$ cat config.mk
export PLATFORM = sky130hd
export DESIGN_NAME = truth_table_scanner
export DESIGN_NICKNAME = d
export VERILOG_FILES = /design/src/rtl/truth_table_scanner.sv
export SDC_FILE = /design/constraint.sdc
export NUM_CORES = 1
export LEC_CHECK = 0
export CAP_MARGIN = 15
export CORE_MARGIN = 1.5
export CORE_UTILIZATION = 55
export CTS_CLUSTER_SIZE = 14
export DETAILED_ROUTE_END_ITERATION = 10
export GPL_TIMING_DRIVEN = 0
export PLACE_DENSITY = 0.81
export SLEW_MARGIN = 20
export SYNTH_ARGS = -nofsm -noshare
export SYNTH_HDL_FRONTEND = slang
export SYNTH_SLANG_ARGS = --single-unit
$ cat constraint.sdc
create_clock -name CLK -period 2.4 [get_ports CLK]
set_input_delay 0.24 -clock CLK [delete_from_list [all_inputs] [get_ports CLK]]
set_output_delay 0.24 -clock CLK [all_outputs]
set_load 0.005 [all_outputs]
$ cat src/rtl/truth_table_scanner.sv
// Walks {A,B,C} through all eight minterms, waits SETTLE_CYCLES per minterm and captures F_IN into TABLE.
// Optional expected-table comparison is enabled by defining TRUTH_TABLE_SCANNER_COMPARE_EN.
module truth_table_scanner #(
    parameter int SETTLE_CYCLES = 1
) (
    input  logic       CLK,
    input  logic       RST,
    input  logic       START,
    input  logic       F_IN,
    output logic       A,
    output logic       B,
    output logic       C,
    output logic       BUSY,
    output logic       DONE,
    output logic [7:0] TABLE
`ifdef TRUTH_TABLE_SCANNER_COMPARE_EN
    ,
    input  logic [7:0] EXPECT,
    output logic       MATCH
`endif
);

    typedef enum logic [1:0] {
        IDLE,
        SETTLE,
        SAMPLE,
        FINISH
    } state_t;

    localparam logic [3:0] LP_LAST_COUNT = 4'(SETTLE_CYCLES - 1);

    state_t     r_state;
    logic [2:0] r_index;
    logic [3:0] r_count;
    logic [2:0] r_abc;
    logic       r_busy;
    logic       r_done;
    logic [7:0] r_table;

    state_t     w_state_next;
    logic [2:0] w_index_next;
    logic [3:0] w_count_next;
    logic [2:0] w_abc_next;
    logic       w_busy_next;
    logic       w_done_next;
    logic [7:0] w_table_next;
    logic       w_accept;

    // FINISH also accepts START so a held request restarts without an idle cycle.
    always_comb begin
        w_state_next = r_state;
        w_index_next = r_index;
        w_count_next = r_count;
        w_table_next = r_table;
        w_accept     = 1'b0;

        case (r_state)
            IDLE: begin
                if (START) begin
                    w_accept = 1'b1;
                end
            end
            SETTLE: begin
                w_count_next = r_count + 4'd1;
                if (r_count == LP_LAST_COUNT) begin
                    w_state_next = SAMPLE;
                end
            end
            SAMPLE: begin
                w_table_next[r_index] = F_IN;
                if (r_index == 3'd7) begin
                    w_state_next = FINISH;
                end else begin
                    w_index_next = r_index + 3'd1;
                    w_count_next = 4'd0;
                    w_state_next = SETTLE;
                end
            end
            FINISH: begin
                w_state_next = IDLE;
                if (START) begin
                    w_accept = 1'b1;
                end
            end
            default: begin
                w_state_next = IDLE;
            end
        endcase

        if (w_accept) begin
            w_state_next = SETTLE;
            w_index_next = 3'd0;
            w_count_next = 4'd0;
            w_table_next = 8'h00;
        end

        w_busy_next = (w_state_next == SETTLE) || (w_state_next == SAMPLE);
        w_done_next = (w_state_next == FINISH);
        w_abc_next  = w_busy_next ? w_index_next : 3'd0;
    end

    always_ff @(posedge CLK) begin
        if (RST) begin
            r_state <= IDLE;
            r_index <= 3'd0;
            r_count <= 4'd0;
            r_abc   <= 3'd0;
            r_busy  <= 1'b0;
            r_done  <= 1'b0;
            r_table <= 8'h00;
        end else begin
            r_state <= w_state_next;
            r_index <= w_index_next;
            r_count <= w_count_next;
            r_abc   <= w_abc_next;
            r_busy  <= w_busy_next;
            r_done  <= w_done_next;
            r_table <= w_table_next;
        end
    end

    assign A     = r_abc[2];
    assign B     = r_abc[1];
    assign C     = r_abc[0];
    assign BUSY  = r_busy;
    assign DONE  = r_done;
    assign TABLE = r_table;

`ifdef TRUTH_TABLE_SCANNER_COMPARE_EN
    logic [7:0] r_expect;
    logic       r_match;

    // The verdict is computed from the table value being written on the final sample edge.
    always_ff @(posedge CLK) begin
        if (RST) begin
            r_expect <= 8'h00;
            r_match  <= 1'b0;
        end else if (w_accept) begin
            r_expect <= EXPECT;
            r_match  <= 1'b0;
        end else if (w_done_next) begin
            r_match  <= (w_table_next == r_expect);
        end
    end

    assign MATCH = r_match;
`endif

endmodule
# == Word level (Yosys, flattened, before mapping) ==
# Cells that the tools add are included.
# word_totals
n_memories,0
mem_bits_rw,0
rom_bits,0
input_bits,4
regBits,22
word_cells,43
latch_bits,0
output_inout_bits,13
# classes
n_bitwise,1
n_reduce_logical,9
n_shift,0
n_mul,0
eq_ne,8
n_div,0
order_cmp,2
add_sub_neg,2
mux,14
# op_table
operator,count
3-bit two-way mux,3
8-bit bitwise mux,1
2-bit == test (second input constant),4
4-bit case mux with 2 select lines,1
2-bit two-way mux,3
2-bit case mux with 3 select lines,1
2-bit OR reduction,3
4-bit by 1-bit adder with 4-bit output (second input constant),1
2-bit by 1-bit == test with 1-bit output (second input constant),2
4-bit zero test,1
3-bit by 4-bit less-than comparator with 1-bit output (second input constant),1
4-bit two-way mux,1
3-bit by 1-bit adder with 3-bit output (second input constant),1
1-bit demux with 3-bit select,1
3-bit == test (second input constant),1
3-bit by 1-bit >= comparator with 1-bit output (second input constant),1
1-bit two-way mux,3
2-bit zero test,1
2-bit inequality test (second input constant),1
2-bit AND reduction,1
2-bit nonzero test,1
1-bit logical AND,1
1-bit logical OR,1
1-bit inverter,1

# == Logic depth before layout (Yosys ltp) ==
# Gate-level depths: netlist of run 1.
# logic_depth
ltp_word,8
ltp_mapped,8

# == Worst setup path before layout of run 1 ==
# Ideal clock, no wire load.
# synth_path
kind,register to register
startpoint,register r_state[1]
endpoint,register r_abc[2]
n_path_buf,0
arrival_time_ps,1485
slack_ps,798
setup_ps,117
period_less_slack_ps,1602
path_stages_with_launch,9
required_ps,2283
cell_sequence,dfxtp_1 > inv_1 > ha_1 > nand2b_1 > o21ai_0 > a21oi_1 > ha_1 > nand3b_1 > nor2_1
# synth_via
elab_chain_len,8
elab_cells_between_ends,16
classes_between,eq/ne: 5; mux: 6; bitwise: 1; reduce/logical: 4
# synth_rtl
item,line,rtl
from (decl),32,state_t r_state;
from (signal assigned),112,r_state <= w_state_next;
2-bit == test or 2-bit zero test (tied branches),57,case (r_state)
2-bit OR reduction (no source line),-,
1-bit two-way mux,-,
2-bit two-way mux *,90,if (w_accept) begin
named net w_state_next[1],40,state_t w_state_next;
2-bit by 1-bit == test with 1-bit output or 2-bit == test (tied branches),97,w_busy_next = (w_state_next == SETTLE) || (w_state_next == SAMPLE);
1-bit logical OR *,97,
named net w_busy_next,44,logic w_busy_next;
1-bit inverter (no source line) *,-,
2-bit OR reduction (no source line) *,-,
to (signal assigned),115,r_abc <= w_abc_next;
to (decl),35,logic [2:0] r_abc;
# Mark *: on every way through the listed nets, which the timed path passes. The rest lies on a longest branch.
# A chain may end at the register's enable or synchronous reset.

# == Final worst setup path of run 1 ==
# Same ends and word-level chain as after synthesis.

==> results of run 1 <==
[synth_stat cells, drive strengths merged]
cell type and number:
dfxtp 22, nor2 14, mux2i 9, ha 7, nand3 7, buf 5, inv 5, a21oi 4
and4bb 3, nand2 3, nand2b 3, nand3b 3, nand4b 3, a31oi 2, nor2b 2, a211oi 1
a21bo 1, a21boi 1, and2b 1, nand4 1, nor3 1, nor3b 1, nor4b 1, o21ai 1
o22ai 1, or3 1, xnor2 1, xor2 1
[state kept, by name, indices dropped and copies added (netlist names)]
signal and cells:
r_index 3, r_count 4, DONE 1, r_state 2
r_abc 3, TABLE 8, BUSY 1
[cells by family after synthesis]
kind of cell | count (synthesis) | synth area share
adders and majority gates | 7 | 0.0838
AOI/OAI and AO/OA | 11 | 0.0695
DFF | 22 | 0.422
xor gates and xnor gates | 2 | 0.0168
and+or+nand+nor | 44 | 0.268
muxes | 9 | 0.0862
buffers and inverters | 10 | 0.0539
[cell type report]
class	count	area, sq um	area share
multi-input cells	73	548	0.429
flip-flops and latches	22	440	0.344
repair buffers	15	150	0.117
plain buffers	5	37.5	0.0294
well taps	25	31.3	0.0245
clock inverters	1	30.0	0.0235
clock buffers	3	22.5	0.0176
inverters	5	18.8	0.0147
[worst max-delay path by stage]
stage	startpoint	endpoint	slack [ns]	cells after the start
after floorplan	r_state[1]$_SDFF_PP0_	r_abc[2]$_SDFF_PP0_	0.80	8
after global placement	r_state[1]$_SDFF_PP0_	r_abc[2]$_SDFF_PP0_	0.68	8
after detailed placement	r_state[1]$_SDFF_PP0_	r_abc[1]$_SDFF_PP0_	0.63	8
after CTS	r_state[1]$_SDFF_PP0_	r_abc[1]$_SDFF_PP0_	0.60	8
after global routing	r_state[1]$_SDFF_PP0_	r_abc[1]$_SDFF_PP0_	0.41	8
final	r_state[1]$_SDFF_PP0_	r_abc[2]$_SDFF_PP0_	0.60	8
[worst max-delay path, cell delays in order (launching register included)]
cell	delay, ns
dfxtp_1	0.42
inv_1	0.09
ha_1	0.27
nand2b_1	0.17
o21ai_0	0.15
a21oi_1	0.15
ha_1	0.26
nand3b_1	0.14
nor2_1	0.06
[metal layers]
layer / part of all wire / routed length, um
met1: 0.44 / 853
met2: 0.50 / 959
met3: 0.039 / 75
met4: 0.023 / 44
met5: 0 / 0
[power by group]
part	internal, mW	switching [mW]	leakage [nW]
combinational	0.0669	0.0739	0.291
sequential	0.380	0.00927	0.178
clock	0.169	0.120	0.0279
total	0.615	0.203	0.497
[through the flow]
stage | hold WS (ns) | cell area [sq um] | instances | utilization | setup slack (ns)
after floorplan | 0.309 | 1040 | 105 | - | 0.798
after CTS | 0.265 | 1280 | 149 | 0.725 | 0.595
after global routing | 0.280 | 1280 | 149 | 0.725 | 0.414
after detailed placement | 0.488 | 1230 | 145 | 0.695 | 0.632
final | 0.257 | 1280 | 149 | 0.725 | 0.597
after global placement | 0.478 | 1230 | 145 | 0.695 | 0.678
==> flow_metrics.env, run 1 <==
export IMPL_maxSlewHeadroom=0.773
export IMPL_finalPower_mw=0.818
export IMPL_path_clk_slew_ns=0.13
export IMPL_p_leak_nw=0.497
export IMPL_placementRows=15
export IMPL_port_buffers=15
export IMPL_synth_avg_cell_area_sq_um=9.95
export IMPL_synth_seq_cells=22
export IMPL_reg2reg_depth=8
export IMPL_ctsHoldBuffers=0
export IMPL_setup_tns_ns=0
export IMPL_grt_util_met2=0.339
export IMPL_clockRootBuffer="clkbuf_4"
export IMPL_cp_max_fo=5
export IMPL_drv_slew=0
export IMPL_whs_endpoint="TABLE[6]$_SDFFE_PP0P_"
export IMPL_start_kind="register"
export IMPL_drt_total_wl_um=1930
export IMPL_finClkSkew_ns=0.00252
export IMPL_grt_max_degree=14
export IMPL_finalNetCount=136
export IMPL_antenna_found_initial=0
export IMPL_powerDensity_mw_per_mm2=640
export IMPL_syn_area_sq_mm=0.00104
export IMPL_cts_max_path_buffers=2
export IMPL_period_share=0.751
export IMPL_pin_count=17
export IMPL_min_period_ns=1.80
export IMPL_synthCells=105
export IMPL_die_w_um=46.6
export IMPL_grt_setup_unrepaired="false"
export IMPL_tightest_slew_ns=0.340
export IMPL_grt_util_met3=0.0431
export IMPL_cts_tree="yes"
export IMPL_ant_nets=0
export IMPL_status="finished clean"
export IMPL_synth_distinct_cells=30
export IMPL_endpoint_kind="register"
export IMPL_cts_max_level=1
export IMPL_crit_required_ns=2.62
export IMPL_hold_start="F_IN"
export IMPL_yosys_warnings=0
export IMPL_synth_top_cell_by_area="dfxtp_1"
export IMPL_arrival_ns=2.02
export IMPL_drc=0
export IMPL_grt_pass1_vias=746
export IMPL_synth_top_area_share=0.422
export IMPL_synth_area_leaders="dfxtp_1 (42%), mux2i_1 (8.6%), ha_1 (8.4%)"
export IMPL_ff2ff_setup_slack_ns=0.60
export IMPL_final_cell_mix="dfxtp_1 (22), clkdlybuf4s50_1 (15), nor2_1 (14)"
export IMPL_hp_class="primary input to register"
export IMPL_die_area_sq_mm=0.00217
export IMPL_clock_fmax_mhz=555
export IMPL_post_dp_hpwl_um=1370
export IMPL_grt_busiest_layer="met2"
export IMPL_met1_usage=0.251
export IMPL_grt_pass1_wl_um=3150
export IMPL_vias=817
export IMPL_irDropWorstVdd_uv=729
export IMPL_ys_seq_area_frac=0.422
export IMPL_maxCapViolCount=0
export IMPL_reg2reg_from="r_state[1]$_SDFF_PP0_"
export IMPL_reg2reg_to="r_abc[2]$_SDFF_PP0_"
export IMPL_post_cts_setup_buffers=0
export IMPL_postCtsResizedCells=0
export IMPL_synth_net_count=116
export IMPL_hold_depth=3
export IMPL_start_util=0.592
export IMPL_drt_initial_drc_count=23
export IMPL_syn_to_final_growth_pct=22.4
export IMPL_antenna_cells=0
export IMPL_clock_latency_ns=0.31
export IMPL_grt_ovfl_total=0
export IMPL_finalSetupViolations=0
export IMPL_finalHoldViolCount=0
export IMPL_globalRouteTotalUtil=0.210
export IMPL_final_fill_count=140
export IMPL_dr_pass1_iters=4
export IMPL_gp_congestion=0.724
export IMPL_worstSetupPathType="register to register"
export IMPL_wire_per_inst_um=13.0
export IMPL_cts_sinks=22
export IMPL_drive_above_1_share=0.0968
export IMPL_mostFrequentLayoutCell="dfxtp_1"
export IMPL_numCtsBuffers=3
export IMPL_vias_per_cell=5.48
export IMPL_fp_coreArea_sq_mm=0.00176
export IMPL_dieHeight_um=46.6
Note: power is estimated with default switching activity, not from simulation.
==> run 2: changes to the inputs <==
--- a/config.mk
+++ b/config.mk
@@ -7,11 +7,11 @@
 export LEC_CHECK = 0
 export CAP_MARGIN = 15
 export CORE_MARGIN = 1.5
-export CORE_UTILIZATION = 55
+export CORE_UTILIZATION = 46
 export CTS_CLUSTER_SIZE = 14
 export DETAILED_ROUTE_END_ITERATION = 10
 export GPL_TIMING_DRIVEN = 0
-export PLACE_DENSITY = 0.81
+export PLACE_DENSITY = 0.72
 export SLEW_MARGIN = 20
 export SYNTH_ARGS = -nofsm -noshare
 export SYNTH_HDL_FRONTEND = slang
==> constraint.sdc (replaced) <==
create_clock -name CLK -period 1.6 [get_ports CLK]
set_input_delay 0.16 -clock CLK [delete_from_list [all_inputs] [get_ports CLK]]
set_output_delay 0.16 -clock CLK [all_outputs]
set_load 0.005 [all_outputs]
==> run 2 against run 1 <==
Effect of this change:
- the flow now finishes with violations (setup timing)
- sequential cell count unchanged
- wire length is 23% higher
- clock-buffer cell count up 1
- core utilization shrank 4.6 points
- clock power up 6%
- clock skew down 0.0011 ns
- non-clock buffer count is 16 higher
- critical path type unchanged
- highest routed layer unchanged
==> flow_metrics.env, run 2 (synthesized netlist as in run 1, its figures left out) <==
export IMPL_status="finished, violations left"
export IMPL_violations="setup timing"
export IMPL_mostFrequentLayoutCell="dfxtp_1"
export IMPL_finalSetupViolations=4
export IMPL_clock_latency_ns=0.31
export IMPL_clock_fmax_mhz=593
export IMPL_cpMaxStageDelayCell="dfxtp_2"
export IMPL_cts_max_path_buffers=2
export IMPL_numCtsBuffers=3
export IMPL_antenna_cells=0
export IMPL_critPathBufInv=0
export IMPL_endpoint_kind="register"
export IMPL_place_ws_ns=-0.114
export IMPL_cp_max_fo=10
export IMPL_final_cell_mix="dfxtp_1 (17), buf_4 (16), clkdlybuf4s50_1 (15)"
export IMPL_finClkSkew_ns=0.00141
export IMPL_placementRows=17
export IMPL_clockRootBuffer="clkbuf_4"
export IMPL_cts_sinks=22
export IMPL_powerDensity_mw_per_mm2=849
export IMPL_final_fill_count=200
export IMPL_path_cells="ha_1 -> nand3_1 -> a21oi_2 -> ha_1 -> nand3b_1 -> nor2_1"
export IMPL_cts_tree="yes"
export IMPL_die_w_um=50.7
export IMPL_worst_slack_ns=-0.0864
export IMPL_drive_above_1_share=0.329
export IMPL_drt_initial_drc_count=12
export IMPL_start_kind="register"
export IMPL_finalNetCount=152
export IMPL_grt_pass1_vias=902
export IMPL_globalRouteTotalUtil=0.207
export IMPL_cts_max_level=1
export IMPL_crit_required_ns=1.81
export IMPL_maxCapViolCount=0
export IMPL_drt_total_wl_um=2380
export IMPL_port_buffers=15
export IMPL_die_area_sq_mm=0.00257
export IMPL_min_period_ns=1.69
export IMPL_maxSlewHeadroom=0.853
export IMPL_syn_to_final_growth_pct=41.0
export IMPL_fp_coreArea_sq_mm=0.00217
export IMPL_fin_util=0.679
export IMPL_ctsHoldBuffers=0
export IMPL_worstSetupPathType="register to register"
export IMPL_irDropWorstVdd_uv=589
export IMPL_drv_slew=0
export IMPL_finalPower_mw=1.25
export IMPL_grt_pass1_wl_um=3920
export IMPL_path_clk_slew_ns=0.12
export IMPL_dieHeight_um=50.7
export IMPL_arrival_ns=1.90
export IMPL_dr_pass1_iters=3
export IMPL_pin_count=17
export IMPL_vias_per_cell=5.10
export IMPL_wire_per_inst_um=14.1
export IMPL_period_share=1.05
export IMPL_p_leak_nw=0.588
export IMPL_grt_setup_unrepaired="true"
export IMPL_max_stage_delay_ns=0.46
export IMPL_post_dp_hpwl_um=1400
export IMPL_gp_congestion=0.786
export IMPL_antenna_found_initial=0
export IMPL_start_util=0.482
export IMPL_crit_family="adder cells"
export IMPL_grt_ovfl_total=0
export IMPL_setup_tns_ns=-0.229
export IMPL_largest_reg_flops=8
export IMPL_finalHoldViolCount=0
export IMPL_grt_max_degree=13
export IMPL_vias=856
export IMPL_ant_nets=0
export IMPL_tightest_slew_ns=0.219
export IMPL_drc=0
export IMPL_cpMostUsedCell="ha_1"
export IMPL_hp_class="primary input to register"
## run 2: cell types whose count changed in the layout (fill, tap and decap cells not counted), moves of 2 or more
cell / before / now
dfxtp_2: 0 / 4
dfxtp_1: 22 / 17
buf_4: 0 / 16
inv_1: 5 / 2
nand2b_1: 2 / 0
ha_1: 7 / 3
ha_4: 0 / 3
inv_2: 0 / 3
## run 2: what timing repair did
item	in CTS	in global routing
setup endpoints to repair	4	15
gates cloned	0	0
buffers inserted	14	2
resized for setup	19	3
pin swaps	6	2
## run 2: layout make-up
cell class / count / area, sq um / share of cell area
multi-input combinational: 73 / 623 / 0.423
inverter: 5 / 18.8 / 0.0127
tap: 28 / 35.0 / 0.0238
sequential: 22 / 449 / 0.305
timing repair buffer: 31 / 270 / 0.184
clock buffer: 4 / 36.3 / 0.0246
buffer: 5 / 40.0 / 0.0272
## run 2: final timing paths
check	start	to	slack (ns)	cells past startpoint
worst min register to register	TABLE[7]$_SDFFE_PP0P_	TABLE[7]$_SDFFE_PP0P_	0.51	2
worst max-delay path	r_index[1]$_SDFF_PP0_	r_abc[0]$_SDFF_PP0_	-0.09	6
worst min-delay path	F_IN	TABLE[7]$_SDFFE_PP0P_	0.19	3
worst max register to register	r_index[1]$_SDFF_PP0_	r_abc[0]$_SDFF_PP0_	-0.09	6
## run 2: tightest hold or removal path, delay by kind of cell
family	cells	cell delay, ns
buf+inv	1	0.16
mux	1	0.08
simple gates	1	0.07
## run 2: metrics by stage
stage / hold WS, ns / cell area (sq um) / instances
floorplan: 0.229 / 1050 / 105
global placement: 0.477 / 1240 / 148
detailed placement: 0.488 / 1240 / 148
CTS: 0.194 / 1450 / 166
global route: 0.225 / 1470 / 168
finish: 0.187 / 1470 / 168
## run 2: per-layer routing
metal | part of all wire | track usage | wire length, um | up-vias
met5 | 0 | 0 | 0 | -
met4 | 0.033 | 0.113 | 78 | 0
met3 | 0.025 | 0.0357 | 59 | 9
met2 | 0.52 | 0.360 | 1230 | 15
met1 | 0.42 | 0.239 | 1010 | 398
li1 | - | - | - | 434
## run 2: report_power, final
| part | internal [mW] | leakage [nW] | switching (mW) | total [mW] |
|---|---|---|---|---|
| logic | 0.198 | 0.387 | 0.163 | 0.361 |
| clock network | 0.139 | 0.0210 | 0.168 | 0.307 |
| registers | 0.571 | 0.180 | 0.0110 | 0.582 |
| total | 0.908 | 0.588 | 0.341 | 1.25 |
